### src/rtl/xor5_sched_pkg.sv
// Shared types and constants for the xor5 parity scheduler.
package xor5_sched_pkg;

    localparam int unsigned CHUNK = 4;

    typedef enum logic [1:0] {
        IDLE = 2'd0,
        RUN  = 2'd1,
        RESP = 2'd2
    } state_t;

endpackage

### src/rtl/xor5_unit.sv
// Shared 5-input XOR reduction datapath.
module xor5_unit (
    input  logic i_a,
    input  logic i_b,
    input  logic i_c,
    input  logic i_d,
    input  logic i_e,
    output logic o_y
);

    assign o_y = i_a ^ i_b ^ i_c ^ i_d ^ i_e;

endmodule

### src/rtl/xor5_parity_scheduler.sv
// Round-robin scheduler that folds one accepted word per transaction through
// the shared xor5 unit, 4 bits per cycle, and returns its parity and requester ID.
module xor5_parity_scheduler
    import xor5_sched_pkg::*;
#(
    parameter int unsigned NREQ  = 4,
    parameter int unsigned WIDTH = 16
) (
    input  logic                     clk,
    input  logic                     rst,
    input  logic [NREQ-1:0]          req_valid,
    input  logic [NREQ*WIDTH-1:0]    req_data,
    output logic [NREQ-1:0]          req_ready,
    output logic                     rsp_valid,
    input  logic                     rsp_ready,
    output logic                     rsp_parity,
    output logic [$clog2(NREQ)-1:0]  rsp_id,
    output logic                     busy
);

    localparam int unsigned K   = WIDTH / CHUNK;
    localparam int unsigned IDW = $clog2(NREQ);
    localparam int unsigned CW  = (K > 1) ? $clog2(K) : 1;

    state_t           r_state, w_state_nxt;
    logic [WIDTH-1:0] r_sh, w_sh_nxt;
    logic             r_acc, w_acc_nxt;
    logic [CW-1:0]    r_cnt, w_cnt_nxt;
    logic [IDW-1:0]   r_last, w_last_nxt;
    logic [IDW-1:0]   r_id, w_id_nxt;
    logic             r_vld, w_vld_nxt;
    logic             r_par, w_par_nxt;
    logic             r_busy, w_busy_nxt;

    logic             w_any;
    logic [IDW-1:0]   w_grant;
    logic [WIDTH-1:0] w_word;
    logic             w_fold;

    // First valid requester searching upward from the one after the last grant.
    function automatic logic [IDW-1:0] rr_pick(input logic [NREQ-1:0] v,
                                               input logic [IDW-1:0]  last);
        logic [IDW-1:0] pick;
        logic           found;
        int unsigned    idx;
        pick  = last;
        found = 1'b0;
        for (int unsigned k = 1; k <= NREQ; k++) begin
            idx = (32'(last) + k) % NREQ;
            if (!found && v[IDW'(idx)]) begin
                pick  = IDW'(idx);
                found = 1'b1;
            end
        end
        return pick;
    endfunction

    assign w_any   = |req_valid;
    assign w_grant = rr_pick(req_valid, r_last);

    always_comb begin
        w_word = '0;
        for (int unsigned i = 0; i < NREQ; i++) begin
            if (w_grant == IDW'(i)) w_word = req_data[i*WIDTH +: WIDTH];
        end
    end

    // Running parity is the fifth input alongside the low nibble of the shifter.
    xor5_unit u_xor5 (
        .i_a (r_acc),
        .i_b (r_sh[0]),
        .i_c (r_sh[1]),
        .i_d (r_sh[2]),
        .i_e (r_sh[3]),
        .o_y (w_fold)
    );

    // Accept strobe depends only on state, req_valid and last grant.
    always_comb begin
        req_ready = '0;
        if (r_state == IDLE && w_any) req_ready[w_grant] = 1'b1;
    end

    always_comb begin
        w_state_nxt = r_state;
        w_sh_nxt    = r_sh;
        w_acc_nxt   = r_acc;
        w_cnt_nxt   = r_cnt;
        w_last_nxt  = r_last;
        w_id_nxt    = r_id;
        w_vld_nxt   = r_vld;
        w_par_nxt   = r_par;
        case (r_state)
            IDLE: begin
                if (w_any) begin
                    w_sh_nxt    = w_word;
                    w_acc_nxt   = 1'b0;
                    w_cnt_nxt   = '0;
                    w_id_nxt    = w_grant;
                    w_last_nxt  = w_grant;
                    w_state_nxt = RUN;
                end
            end
            RUN: begin
                w_acc_nxt = w_fold;
                w_sh_nxt  = r_sh >> CHUNK;
                w_cnt_nxt = r_cnt + CW'(1);
                if (r_cnt == CW'(K - 1)) begin
                    w_par_nxt   = w_fold;
                    w_vld_nxt   = 1'b1;
                    w_state_nxt = RESP;
                end
            end
            RESP: begin
                if (rsp_ready) begin
                    w_vld_nxt   = 1'b0;
                    w_state_nxt = IDLE;
                end
            end
            default: w_state_nxt = IDLE;
        endcase
        w_busy_nxt = (w_state_nxt != IDLE);
    end

    always_ff @(posedge clk) begin
        if (rst) r_state <= IDLE;
        else     r_state <= w_state_nxt;
    end

    always_ff @(posedge clk) begin
        if (rst) begin
            r_sh   <= '0;
            r_acc  <= 1'b0;
            r_cnt  <= '0;
            r_last <= IDW'(NREQ - 1);
            r_id   <= '0;
            r_vld  <= 1'b0;
            r_par  <= 1'b0;
            r_busy <= 1'b0;
        end else begin
            r_sh   <= w_sh_nxt;
            r_acc  <= w_acc_nxt;
            r_cnt  <= w_cnt_nxt;
            r_last <= w_last_nxt;
            r_id   <= w_id_nxt;
            r_vld  <= w_vld_nxt;
            r_par  <= w_par_nxt;
            r_busy <= w_busy_nxt;
        end
    end

    assign rsp_valid  = r_vld;
    assign rsp_parity = r_par;
    assign rsp_id     = r_id;
    assign busy       = r_busy;

endmodule

### config.mk
export PLATFORM = sky130hd
export DESIGN_NAME = xor5_parity_scheduler
export DESIGN_NICKNAME = d
export VERILOG_FILES = /design/src/rtl/xor5_sched_pkg.sv /design/src/rtl/xor5_unit.sv /design/src/rtl/xor5_parity_scheduler.sv
export SDC_FILE = /design/constraint.sdc
export NUM_CORES = 1
export LEC_CHECK = 0
export ABC_AREA = 1
export CORE_MARGIN = 2
export CORE_UTILIZATION = 25
export CTS_BUF_LIST = sky130_fd_sc_hd__clkbuf_2
export DETAILED_ROUTE_END_ITERATION = 10
export PLACE_DENSITY = 0.57
export SLEW_MARGIN = 10
export SYNTH_ARGS = -nofsm -noshare
export SYNTH_HDL_FRONTEND = slang
export SYNTH_SLANG_ARGS = --single-unit
### constraint.sdc
create_clock -name clk -period 5.5 [get_ports clk]
set_clock_uncertainty 0.15 [all_clocks]
set_input_delay 1.65 -clock clk [delete_from_list [all_inputs] [get_ports clk]]
set_output_delay 1.65 -clock clk [all_outputs]
set_load 0.02 [all_outputs]
==> results by group, run 1 <==
Run status
  – Run status: completed

Cells and area
  – Share of final-layout standard cells stronger than drive strength 1: between 10% and 20%
  – Post-layout utilization of the core: a little under two fifths
  – Total number of nets in the final design: roughly 450
  – Area growth from synthesis to layout: 46.7%
  – # diodes: 0
  – Storage cell area: roughly 560 um2
  – Footprint of the multi-input gates: 0.00120 mm2
  – Number of filler cells placed in the layout: roughly 850

Routing
  – Remaining antenna violation count after routing: 0
  – Post-detailed-route via-to-cell ratio: ~4.5
  – Average routed wire per standard cell: around 12 um
  – Routed Wire Length: 5.63 mm
  – DRC marker count from the first detailed-route iteration: about 110
  – Remaining routing DRC violations: 0
  – Count of TritonRoute iterations in the first routing pass: 4
  – Detailed-route via count: between 2000 and 2500

Floorplanning
  – Horizontal die dimension: between 90 and 100 um
  – Core footprint: about 0.0077 mm2
  – Die area: around 0.0086 mm2
  – Die Y-Extent: 92.7 um
  – Initial Util: around a quarter
  – Top-Level Pins: 80
  – Number of rows created at floorplan: 32

Synthesis
  – Most repeated cell in the gate-level netlist after synthesis: sky130_fd_sc_hd__nand2_1
  – Biggest area consumer among synthesized cells: sky130_fd_sc_hd__dfxtp_1
  – Net count after synthesis: 372
  – Gate count after technology mapping: 300
  – Asr flop ratio synth: 0%
  – Leading cell types by total area after synthesis: sky130_fd_sc_hd__dfxtp_1, sky130_fd_sc_hd__nand2_1, sky130_fd_sc_hd__nand3_1
  – Post-synth EDFFs: 0
  – #FFs+latches synth: 28
  – Netlist cell types: 33
  – Netlist area before placement: 0.00197 mm2
  – Synthesis warning total: 0
  – Share of synthesized area occupied by flip-flops and latches: 28.5%
  – Top FF cell, synth: sky130_fd_sc_hd__dfxtp_1
  – Mean instance size in the synthesized netlist: 6.56 um2
  – Most frequent cells after synthesis: sky130_fd_sc_hd__nand2_1, sky130_fd_sc_hd__dfxtp_1, sky130_fd_sc_hd__nand3_1
  – Top-area cell type share of the netlist area: roughly 28%

Power
  – Leakage: around 1.3 nW
  – PD cells: around 400 mW/mm2
  – Peak supply drop: between 0.1 and 0.15 mV

Clocking
  – Number of buffers created by CTS: 3
  – Clock root buffer: sky130_fd_sc_hd__clkbuf_2
  – Worst skew pair latency: approximately 350 ps
  – Hold buffer count at CTS: 0
  – Buffer depth of the longest clock path: 2
  – Clock tree from TritonCTS: done
  – Number of buffers inserted by post-CTS setup repair: 0
  – Clock input transition at the sequential cells of the worst setup and hold paths: between 200 and 250 ps
  – Count of H-tree levels built during CTS: 1
  – Sink count of the clock tree: 28

STA
  – Finish-stage setup viols: 0
  – Sum Neg Setup Slack: 0 ps
  – Min cycle time layout: just over 5000 ps
  – Total count of hold-check failures in the final report: 0
  – F_max: ~0.20 GHz
  – Slew at the pin closest to its max-slew limit: around 720 ps
  – Period Utilization, post-route: 92.3%
  – Max Transition Viols Final: 0
  – Unrepaired setup endpoints after global routing: no
  – Normalized max-slew margin: around 52%

Hold path
  – Class of the tightest hold or removal check: flip-flop to flip-flop

Global route
  – Total routing usage reported by global routing: between 10% and 20%
  – Aggregate global routing overflow: 0
  – Wire length of the first global-routing pass: roughly 9.5 mm
  – Pin count of the biggest net entering global routing: 21
  – Via count of the first global-routing pass: 2036
  – Initial antenna violation count: 0

Worst setup path
  – CP Cell Sequence: clkdlybuf4s50_1 > nand2_1 > nand2_1 > nand2_1 > nand2_2 > nand3_2 > nand2_1 > nand2_4 > nor3_1 > dlymetal6s2s_1
  – Critical-path maximum fanout: 5
  – Delay of the slowest critical-path stage: 520 ps
  – Data arrival time of the worst path: 3280 ps
  – Data required time of the worst path: approximately 3700 ps
  – Critical path's top delay family: simple AND/OR/NAND/NOR gates
  – Type of the worst setup path: input port to primary output
  – Worst Setup End Kind: primary output
  – Critical path launch point type: input port
  – Count of buffering cells on the critical path with inverters included: 2
  – Critical-path cell with the highest stage delay: sky130_fd_sc_hd__clkdlybuf4s50_1
  – Most common cell on crit path: sky130_fd_sc_hd__nand2_1

Placement
  – DPL Wire Length: about 4.6 mm
  – Routability-driven placement congestion ratio: 0.816
  – Input/output buffers: 79

Run
  – Maxcap violations: 0
[power breakdown]
group | internal [mW] | switching, mW | total (mW) | leakage (nW)
Sequential | 0.259 | 0.0366 | 0.296 | 0.231
Clock | 0.0148 | 0.0576 | 0.0724 | 0.0125
Combinational | 0.307 | 0.470 | 0.777 | 1.01
Total | 0.581 | 0.564 | 1.15 | 1.26
[final cells by class]
type / count / share of cell area (%)
Sequential cell: 28 / 19.4
Clock buffer: 3 / 0.520
Inverter: 31 / 4.12
Timing Repair Buffer: 88 / 30.1
Tap cell: 102 / 4.42
Multi-Input combinational cell: 229 / 41.4
[path summary, 6_finish.rpt]
check / from / end / slack [ps] / cells past startpoint
hold / removal: rsp_valid / rsp_valid / 330 / 2
setup reg to reg: r_last[0] / r_sh[13] / 2940 / 15
setup / recovery: req_valid[0] / req_ready[0] / 420 / 10
hold reg to reg: rsp_valid / rsp_valid / 330 / 2
[cells by family after synthesis]
group,share of synthesized area [%]
XOR/XNOR,1.78
buffers and inverters,10.7
adder cells (fa/ha/maj),0.636
AO/OA/AOI/OAI,15.6
AND/OR/NAND/NOR,42.8
flip-flops,28.5
[registers in the layout (all words and copies together) (netlist names)]
register and flops:
r_state 2, busy 1, rsp_parity 1, r_last 2, r_acc 1, rsp_id 2, r_sh 16, rsp_valid 1
r_cnt 2
[worst reg2reg max path, stage by stage, from the launching register on]
cell	delay, ps
sky130_fd_sc_hd__dfxtp_1	590
sky130_fd_sc_hd__inv_4	110
sky130_fd_sc_hd__nand2_1	80
sky130_fd_sc_hd__nand2_1	80
sky130_fd_sc_hd__nand2_1	70
sky130_fd_sc_hd__nand2_1	90
sky130_fd_sc_hd__nor2_4	140
sky130_fd_sc_hd__nand3_2	90
sky130_fd_sc_hd__nand2_4	100
sky130_fd_sc_hd__buf_4	200
sky130_fd_sc_hd__inv_2	140
sky130_fd_sc_hd__nor2_4	270
sky130_fd_sc_hd__nand2_1	80
sky130_fd_sc_hd__nand3_1	110
sky130_fd_sc_hd__nand3_1	90
sky130_fd_sc_hd__a21oi_2	110
[repair_timing]
item,in CTS,in global routing
endpoints found under the hold margin,0,0
endpoints found under the setup margin,0,4
resized for setup,0,4
[cell usage in the layout (no fill, tap or decap), types with 4 or more instances in the layout]
master and instances:
sky130_fd_sc_hd__nand2_1 88, sky130_fd_sc_hd__clkdlybuf4s50_1 75, sky130_fd_sc_hd__nand3_1 28, sky130_fd_sc_hd__dfxtp_1 28, sky130_fd_sc_hd__inv_1 24, sky130_fd_sc_hd__nor2_1 21, sky130_fd_sc_hd__a21oi_1 17, sky130_fd_sc_hd__o21ai_0 13
sky130_fd_sc_hd__buf_4 9, sky130_fd_sc_hd__nand4_1 7, sky130_fd_sc_hd__nand2_2 6, sky130_fd_sc_hd__nand3_2 6, sky130_fd_sc_hd__o221ai_1 6, sky130_fd_sc_hd__nand2_4 5, sky130_fd_sc_hd__or2_2 5, sky130_fd_sc_hd__a21oi_2 4
sky130_fd_sc_hd__dlymetal6s2s_1 4
[per-layer routing]
metal | wire length, um | vias up | track usage, %
met3 | 278 | 4 | 2.20
li1 | - | 1147 | -
met4 | 60 | 0 | 2.70
met2 | 2650 | 56 | 22.1
met1 | 2640 | 945 | 18.2
met5 | 0 | - | 0
[per-stage QoR]
step                      power (mW)  instance area (um2)  hold slack, ps  std cells  setup WS [ps]
after floorplan                0.892                 1970             284        300            791
after global placement          1.08                 2860             302        478           82.6
after detailed placement        1.09                 2860             304        478           19.3
after CTS                       1.16                 2880             334        481           23.9
after global routing            1.27                 2890             364        481            283
final                           1.15                 2890             329        481            424
Power figures use the tool's default switching activity.
==> inputs of run 2 (changes only) <==
--- a/config.mk
+++ b/config.mk
@@ -6,11 +6,12 @@
 export NUM_CORES = 1
 export LEC_CHECK = 0
 export ABC_AREA = 1
-export CORE_MARGIN = 2
+export CORE_MARGIN = 4
 export CORE_UTILIZATION = 25
 export CTS_BUF_LIST = sky130_fd_sc_hd__clkbuf_2
 export DETAILED_ROUTE_END_ITERATION = 10
 export PLACE_DENSITY = 0.57
+export SKIP_CTS_REPAIR_TIMING = 1
 export SLEW_MARGIN = 10
 export SYNTH_ARGS = -nofsm -noshare
 export SYNTH_HDL_FRONTEND = slang
==> run 2 against run 1 <==
Against the previous run: critical path depth unchanged; sequential share of layout area about the same; global-route usage is 1.3 points lower; die area increased by 8.8%; hold slack improved by 1.4 ps; sequential power is essentially flat; combinational power about the same; wire length grew 0.92%; worst setup slack improved by 11 ps; fmax rose by 0.22%; non-clock buffer count unchanged; critical path type unchanged.
==> results by group, run 2 (synthesis gave the netlist of run 1 again) <==
Cells and area
  – Total number of nets in the final design: 453 (unchanged)
  – Storage cell area: 561 um2 (unchanged)
  – Commonest cells after routing, fill and taps aside: sky130_fd_sc_hd__nand2_1, sky130_fd_sc_hd__clkdlybuf4s50_1, sky130_fd_sc_hd__nand3_1, sky130_fd_sc_hd__dfxtp_1, sky130_fd_sc_hd__inv_1
  – Most common cell after layout, fill and taps aside: sky130_fd_sc_hd__nand2_1
  – Largest register by flop count: r_sh
  – Area growth from synthesis to layout: 46.9%
  – Number of filler cells placed in the layout: 828 (-2.9%)
  – # diodes: 0 (unchanged)
  – Max reg flops: 16 (unchanged)
  – Footprint of the multi-input gates: 0.00120 mm2 (unchanged)
  – Share of final-layout standard cells stronger than drive strength 1: 12.1% (-0.032 points)

STA
  – Min cycle time layout: 5060 ps (-11.4 ps)
  – Sum Neg Setup Slack: 0 ps (unchanged)
  – Finish-stage setup viols: 0 (unchanged)
  – Total count of hold-check failures in the final report: 0 (unchanged)
  – F_max: 0.197 GHz (+0.22%)
  – Unrepaired setup endpoints after global routing: no
  – Slew at the pin closest to its max-slew limit: 728 ps (+11.2 ps)
  – Normalized max-slew margin: 51.3% (-0.75 points)
  – Period Utilization, post-route: 92.1% (-0.21 points)
  – Max Transition Viols Final: 0 (unchanged)

Routing
  – Remaining antenna violation count after routing: 0 (unchanged)
  – Met1 WL: 2.59 mm (-1.6%)
  – Post-detailed-route via-to-cell ratio: 4.43 (-0.90%)
  – DRC marker count from the first detailed-route iteration: 59 (-47%)
  – Average routed wire per standard cell: 11.8 um (+0.71%)
  – Top layer used by detailed routing: met4
  – Detailed-route via count: 2137 (-0.70%)
  – Remaining routing DRC violations: 0 (unchanged)
  – Count of TritonRoute iterations in the first routing pass: 4 (unchanged)
  – Total length of routed met3 wires: 309 um (+11%)
  – Routed Wire Length: 5.68 mm (+0.92%)
  – Met2 Routed Length: 2.71 mm (+2.2%)

Hold path
  – Endpoint of the worst hold-timing path: rsp_valid
  – Hold wc startpoint: rsp_valid
  – Hold Crit Depth: 2 (unchanged)
  – Class of the tightest hold or removal check: flip-flop to flip-flop

Placement
  – DPL Wire Length: 4.70 mm (+2.6%)
  – Routability-driven placement congestion ratio: 0.846 (+3.6%)
  – Input/output buffers: 79 (unchanged)

Worst setup path
  – Data required time of the worst path: 3700 ps (about the same)
  – Capture instance of the worst register-to-register path: r_sh[12]
  – Critical-path maximum fanout: 5 (unchanged)
  – Crit Reg-Reg Startpoint: r_last[0]
  – Reg-to-reg slack, setup: 2930 ps (about the same)
  – Worst Setup End Kind: primary output
  – CP Cell Sequence: clkdlybuf4s50_1 > nand2_1 > nand2_1 > nand2_1 > nand2_2 > nand3_2 > nand2_1 > nand2_4 > nor3_1 > dlymetal6s2s_1
  – Delay of the slowest critical-path stage: 520 ps (about the same)
  – Type of the worst setup path: input port to primary output
  – Data arrival time of the worst path: 3260 ps (-20 ps)
  – Count of buffering cells on the critical path with inverters included: 2 (unchanged)
  – Critical-path cell with the highest stage delay: sky130_fd_sc_hd__clkdlybuf4s50_1
  – Count of cells along the worst register-to-register path: 15 (unchanged)
  – Critical path launch point type: input port
  – Critical path's top delay family: simple AND/OR/NAND/NOR gates
  – Most common cell on crit path: sky130_fd_sc_hd__nand2_1

Floorplanning
  – Core footprint: 0.00769 mm2 (unchanged)
  – Initial Util: 25.6% (unchanged)
  – Die Y-Extent: 96.7 um (+4.3%)
  – Top-Level Pins: 80 (unchanged)
  – Number of rows created at floorplan: 32 (unchanged)
  – Horizontal die dimension: 96.7 um (+4.3%)
  – Die area: 0.00936 mm2 (+8.8%)

Power
  – PD cells: 397 mW/mm2 (about the same)
  – Leakage: 1.26 nW (+0.12%)
  – Peak supply drop: 0.121 mV (-11%)
  – PnR Total Power: 1.15 mW (+0.18%)

Run status
  – Run status: completed

Clocking
  – Clock root buffer: sky130_fd_sc_hd__clkbuf_2
  – Count of H-tree levels built during CTS: 1 (unchanged)
  – Buffer depth of the longest clock path: 2 (unchanged)
  – Worst skew pair latency: 360 ps (about the same)
  – Clock tree from TritonCTS: done
  – Number of buffers created by CTS: 3 (unchanged)
  – Clock input transition at the sequential cells of the worst setup and hold paths: 240 ps (about the same)
  – Sink count of the clock tree: 28 (unchanged)

Global route
  – Via count of the first global-routing pass: 2044 (+0.39%)
  – Initial antenna violation count: 0 (unchanged)
  – Wire length of the first global-routing pass: 9.57 mm (+1.2%)
  – Pin count of the biggest net entering global routing: 21 (unchanged)
  – Aggregate global routing overflow: 0 (unchanged)
  – Total routing usage reported by global routing: 12.0% (-1.3 points)

Run
  – Maxcap violations: 0 (unchanged)
## run 2: changes by cell type in the layout (fill, tap and decap cells not counted), sizes merged
cell,change
clkinv,+1
## run 2: worst reg2reg max path, delay by kind of cell (launching register included)
family | cells | cell delay, ps
buf+inv | 3 | 450
simple gates | 11 | 1210
flops | 1 | 600
compound gates | 1 | 130
## run 2: where the power goes
group          internal (mW)  switching, mW  leakage (nW)  total (mW)
combinational          0.307          0.470          1.01       0.777
clock                 0.0158         0.0583        0.0140      0.0741
sequential             0.259         0.0365         0.231       0.296
## run 2: how the worst max path moves through the flow
stage                             from            to  slack, ps  cells after the start
after floorplan           req_valid[0]  req_ready[0]        790                      9
after global placement    req_valid[0]  req_ready[0]         90                     10
after detailed placement  req_valid[0]  req_ready[0]         40                     10
after CTS                 req_valid[0]  req_ready[0]         40                     10
after global routing      req_valid[3]  req_ready[3]        330                     11
final                     req_valid[0]  req_ready[0]        440                     10
## run 2: layout make-up
class | count | area share [%]
clock inverter | 1 | 0.130
timing repair buffer | 88 | 30.0
clock buffer | 3 | 0.519
tap | 102 | 4.42
sequential | 28 | 19.4
multi-input combinational | 229 | 41.4
inverter | 31 | 4.11
## run 2: layer usage
| metal | vias to the layer above | GRT usage, % |
|---|---|---|
| met5 | - | 0 |
| met4 | 0 | 2.48 |
| met3 | 6 | 2.52 |
| met2 | 56 | 19.9 |
| met1 | 928 | 16.0 |
| li1 | 1147 | - |
## run 2: metrics by stage
step | utilization, % | instances | setup WS, ps | instance area [um2] | hold WS (ps)
4_1_cts | 37.5 | 482 | 37.9 | 2880 | 331
6_report | 37.6 | 482 | 435 | 2890 | 331
3_3_place_gp | 37.2 | 478 | 86.8 | 2860 | 302
3_5_place_dp | 37.2 | 478 | 36.4 | 2860 | 303
2_1_floorplan | - | 300 | 791 | 1970 | 284
5_1_grt | 37.6 | 482 | 327 | 2890 | 353
==> inputs of run 3 (changes only) <==
--- a/config.mk
+++ b/config.mk
@@ -6,11 +6,10 @@
 export NUM_CORES = 1
 export LEC_CHECK = 0
 export ABC_AREA = 1
-export CORE_MARGIN = 4
-export CORE_UTILIZATION = 25
+export CORE_UTILIZATION = 40
 export CTS_BUF_LIST = sky130_fd_sc_hd__clkbuf_2
 export DETAILED_ROUTE_END_ITERATION = 10
-export PLACE_DENSITY = 0.57
+export PLACE_DENSITY = 0.81
 export SKIP_CTS_REPAIR_TIMING = 1
 export SLEW_MARGIN = 10
 export SYNTH_ARGS = -nofsm -noshare
==> run 3 against run 2 <==
Against the previous run: combinational power down 0.6%; register-to-register slack about the same; global-route usage up 8.8 points; fmax down 0.33%; critical path type unchanged; first-iteration DRC count rose to 2.7 times the previous value.
==> results by group, run 3 (synthesis gave the netlist of run 1 again) <==
Cells and area
  – Max reg flops: 16 (unchanged)
  – Most common cell after layout, fill and taps aside: sky130_fd_sc_hd__nand2_1
  – Total number of nets in the final design: 451 (-0.44%)
  – Footprint of the multi-input gates: 0.00120 mm2 (unchanged)
  – Post-layout utilization of the core: 59.9% (+22 points)
  – Number of filler cells placed in the layout: 467 (-44%)
  – Storage cell area: 561 um2 (unchanged)
  – # diodes: 0 (unchanged)
  – Commonest cells after routing, fill and taps aside: sky130_fd_sc_hd__nand2_1, sky130_fd_sc_hd__clkdlybuf4s50_1, sky130_fd_sc_hd__nand3_1, sky130_fd_sc_hd__dfxtp_1, sky130_fd_sc_hd__inv_1
  – Largest register by flop count: r_sh
  – Share of final-layout standard cells stronger than drive strength 1: 11.6% (-0.47 points)
  – Area growth from synthesis to layout: 43.9%
  – Cell Count, Final, Fillers Out: 445 (-7.7%)

Worst setup path
  – Count of cells along the worst register-to-register path: 15 (unchanged)
  – Critical-path maximum fanout: 5 (unchanged)
  – Type of the worst setup path: input port to primary output
  – Worst Setup End Kind: primary output
  – Crit Reg-Reg Startpoint: r_last[0]
  – Critical path launch point type: input port
  – Capture instance of the worst register-to-register path: r_sh[13]
  – Data required time of the worst path: 3700 ps (about the same)
  – Reg-to-reg slack, setup: 2940 ps (about the same)
  – Delay of the slowest critical-path stage: 510 ps (about the same)
  – CP Cell Sequence: clkdlybuf4s50_1 > nand2_1 > nand2_2 > nand2_1 > nand2_2 > nand3_2 > nand2_1 > nand2_4 > nor3_1 > dlymetal6s2s_1
  – Data arrival time of the worst path: 3280 ps (+20 ps)
  – Critical-path cell with the highest stage delay: sky130_fd_sc_hd__clkdlybuf4s50_1
  – Most common cell on crit path: sky130_fd_sc_hd__nand2_1

Clocking
  – Sink count of the clock tree: 28 (unchanged)
  – Clock input transition at the sequential cells of the worst setup and hold paths: 230 ps (about the same)
  – Clock tree from TritonCTS: done
  – Clock root buffer: sky130_fd_sc_hd__clkbuf_2
  – Worst skew pair latency: 370 ps (about the same)
  – Number of buffers created by CTS: 3 (unchanged)
  – Buffer depth of the longest clock path: 2 (unchanged)
  – Count of H-tree levels built during CTS: 1 (unchanged)

Placement
  – Instance count after placement with tap cells included: 441 (-7.7%)
  – Input/output buffers: 79 (unchanged)
  – Routability-driven placement congestion ratio: 0.877 (+3.7%)
  – DPL Wire Length: 4.24 mm (-9.9%)

Power
  – Peak supply drop: 0.243 mV (+100%)
  – PnR Total Power: 1.14 mW (-0.35%)
  – PD cells: 404 mW/mm2 (+1.7%)
  – Leakage: 1.25 nW (-0.72%)

Floorplanning
  – Number of rows created at floorplan: 25 (-22%)
  – Die area: 0.00520 mm2 (-44%)
  – Die Y-Extent: 72.1 um (-25%)
  – Initial Util: 41.7% (+16 points)
  – Top-Level Pins: 80 (unchanged)
  – Core footprint: 0.00472 mm2 (-39%)
  – Horizontal die dimension: 72.1 um (-25%)

Hold path
  – Hold wc startpoint: r_sh[14]
  – Class of the tightest hold or removal check: flip-flop to flip-flop
  – Hold Crit Depth: 2 (unchanged)
  – Endpoint of the worst hold-timing path: r_sh[14]

STA
  – Total count of hold-check failures in the final report: 0 (unchanged)
  – Slew at the pin closest to its max-slew limit: 872 ps (+144 ps)
  – Period Utilization, post-route: 92.4% (+0.31 points)
  – Min cycle time layout: 5080 ps (+16.8 ps)
  – Sum Neg Setup Slack: 0 ps (unchanged)
  – Min Hold Slack: 336 ps (+5.54 ps)
  – F_max: 0.197 GHz (-0.33%)
  – Normalized max-slew margin: 41.7% (-9.6 points)
  – Max Transition Viols Final: 0 (unchanged)
  – Unrepaired setup endpoints after global routing: no
  – Finish-stage setup viols: 0 (unchanged)

Run status
  – Run status: completed

Global route
  – Initial antenna violation count: 0 (unchanged)
  – Aggregate global routing overflow: 0 (unchanged)
  – Pin count of the biggest net entering global routing: 21 (unchanged)
  – Via count of the first global-routing pass: 1990 (-2.6%)
  – Total routing usage reported by global routing: 20.7% (+8.8 points)
  – Wire length of the first global-routing pass: 8.69 mm (-9.2%)

Routing
  – Average routed wire per standard cell: 11.9 um (+0.59%)
  – Detailed-route via count: 2178 (+1.9%)
  – Count of TritonRoute iterations in the first routing pass: 4 (unchanged)
  – Routed Wire Length: 5.27 mm (-7.1%)
  – DRC marker count from the first detailed-route iteration: 162 (+170%)
  – Remaining antenna violation count after routing: 0 (unchanged)
  – Post-detailed-route via-to-cell ratio: 4.89 (+10%)
  – Remaining routing DRC violations: 0 (unchanged)

Run
  – Maxcap violations: 0 (unchanged)
==> run 3: cell types whose count changed in the layout (fill, tap and decap cells not counted), sizes merged <==
cell and delta:
buf -2
==> run 3: area by class of cell <==
class	count	share of cell area [%]
clock inverter	1	0.133
tap	67	2.96
timing repair buffer	86	30.1
sequential	28	19.8
multi-input combinational	229	42.2
inverter	31	4.20
clock buffer	3	0.530
==> run 3: how the worst max path moves through the flow <==
stage,slack [ps],endpoint,start
finish,420,req_ready[0],req_valid[2]
global route,300,req_ready[0],req_valid[2]
CTS,10,req_ready[0],req_valid[2]
detailed placement,20,req_ready[0],req_valid[2]
floorplan,790,req_ready[0],req_valid[0]
global placement,100,req_ready[2],req_valid[0]
==> run 3: critical path: cells and delay by family <==
family	cells	cell delay (ps)
buffers and inverters	2	760
AND/OR/NAND/NOR	8	870
==> run 3: through the flow <==
step / cell area (um2) / setup WS, ps
6_report: 2830 / 418
3_3_place_gp: 2800 / 98.1
3_5_place_dp: 2800 / 18.1
5_1_grt: 2830 / 301
4_1_cts: 2820 / 12.5
2_1_floorplan: 1970 / 791
==> run 3: power breakdown <==
part           internal [mW]  switching [mW]  total, mW
clock network         0.0158          0.0582     0.0739
logic                  0.307           0.466      0.772
registers              0.259          0.0377      0.297
total                  0.582           0.562       1.14
==> run 3: layer usage <==
| layer | share of wire (%) | up-vias | GRT usage [%] |
|---|---|---|---|
| met5 | 0 | - | 0 |
| met4 | 1.3 | 0 | 5.01 |
| met3 | 5.0 | 9 | 3.61 |
| met2 | 49 | 71 | 35.9 |
| met1 | 45 | 953 | 26.7 |
| li1 | - | 1145 | - |
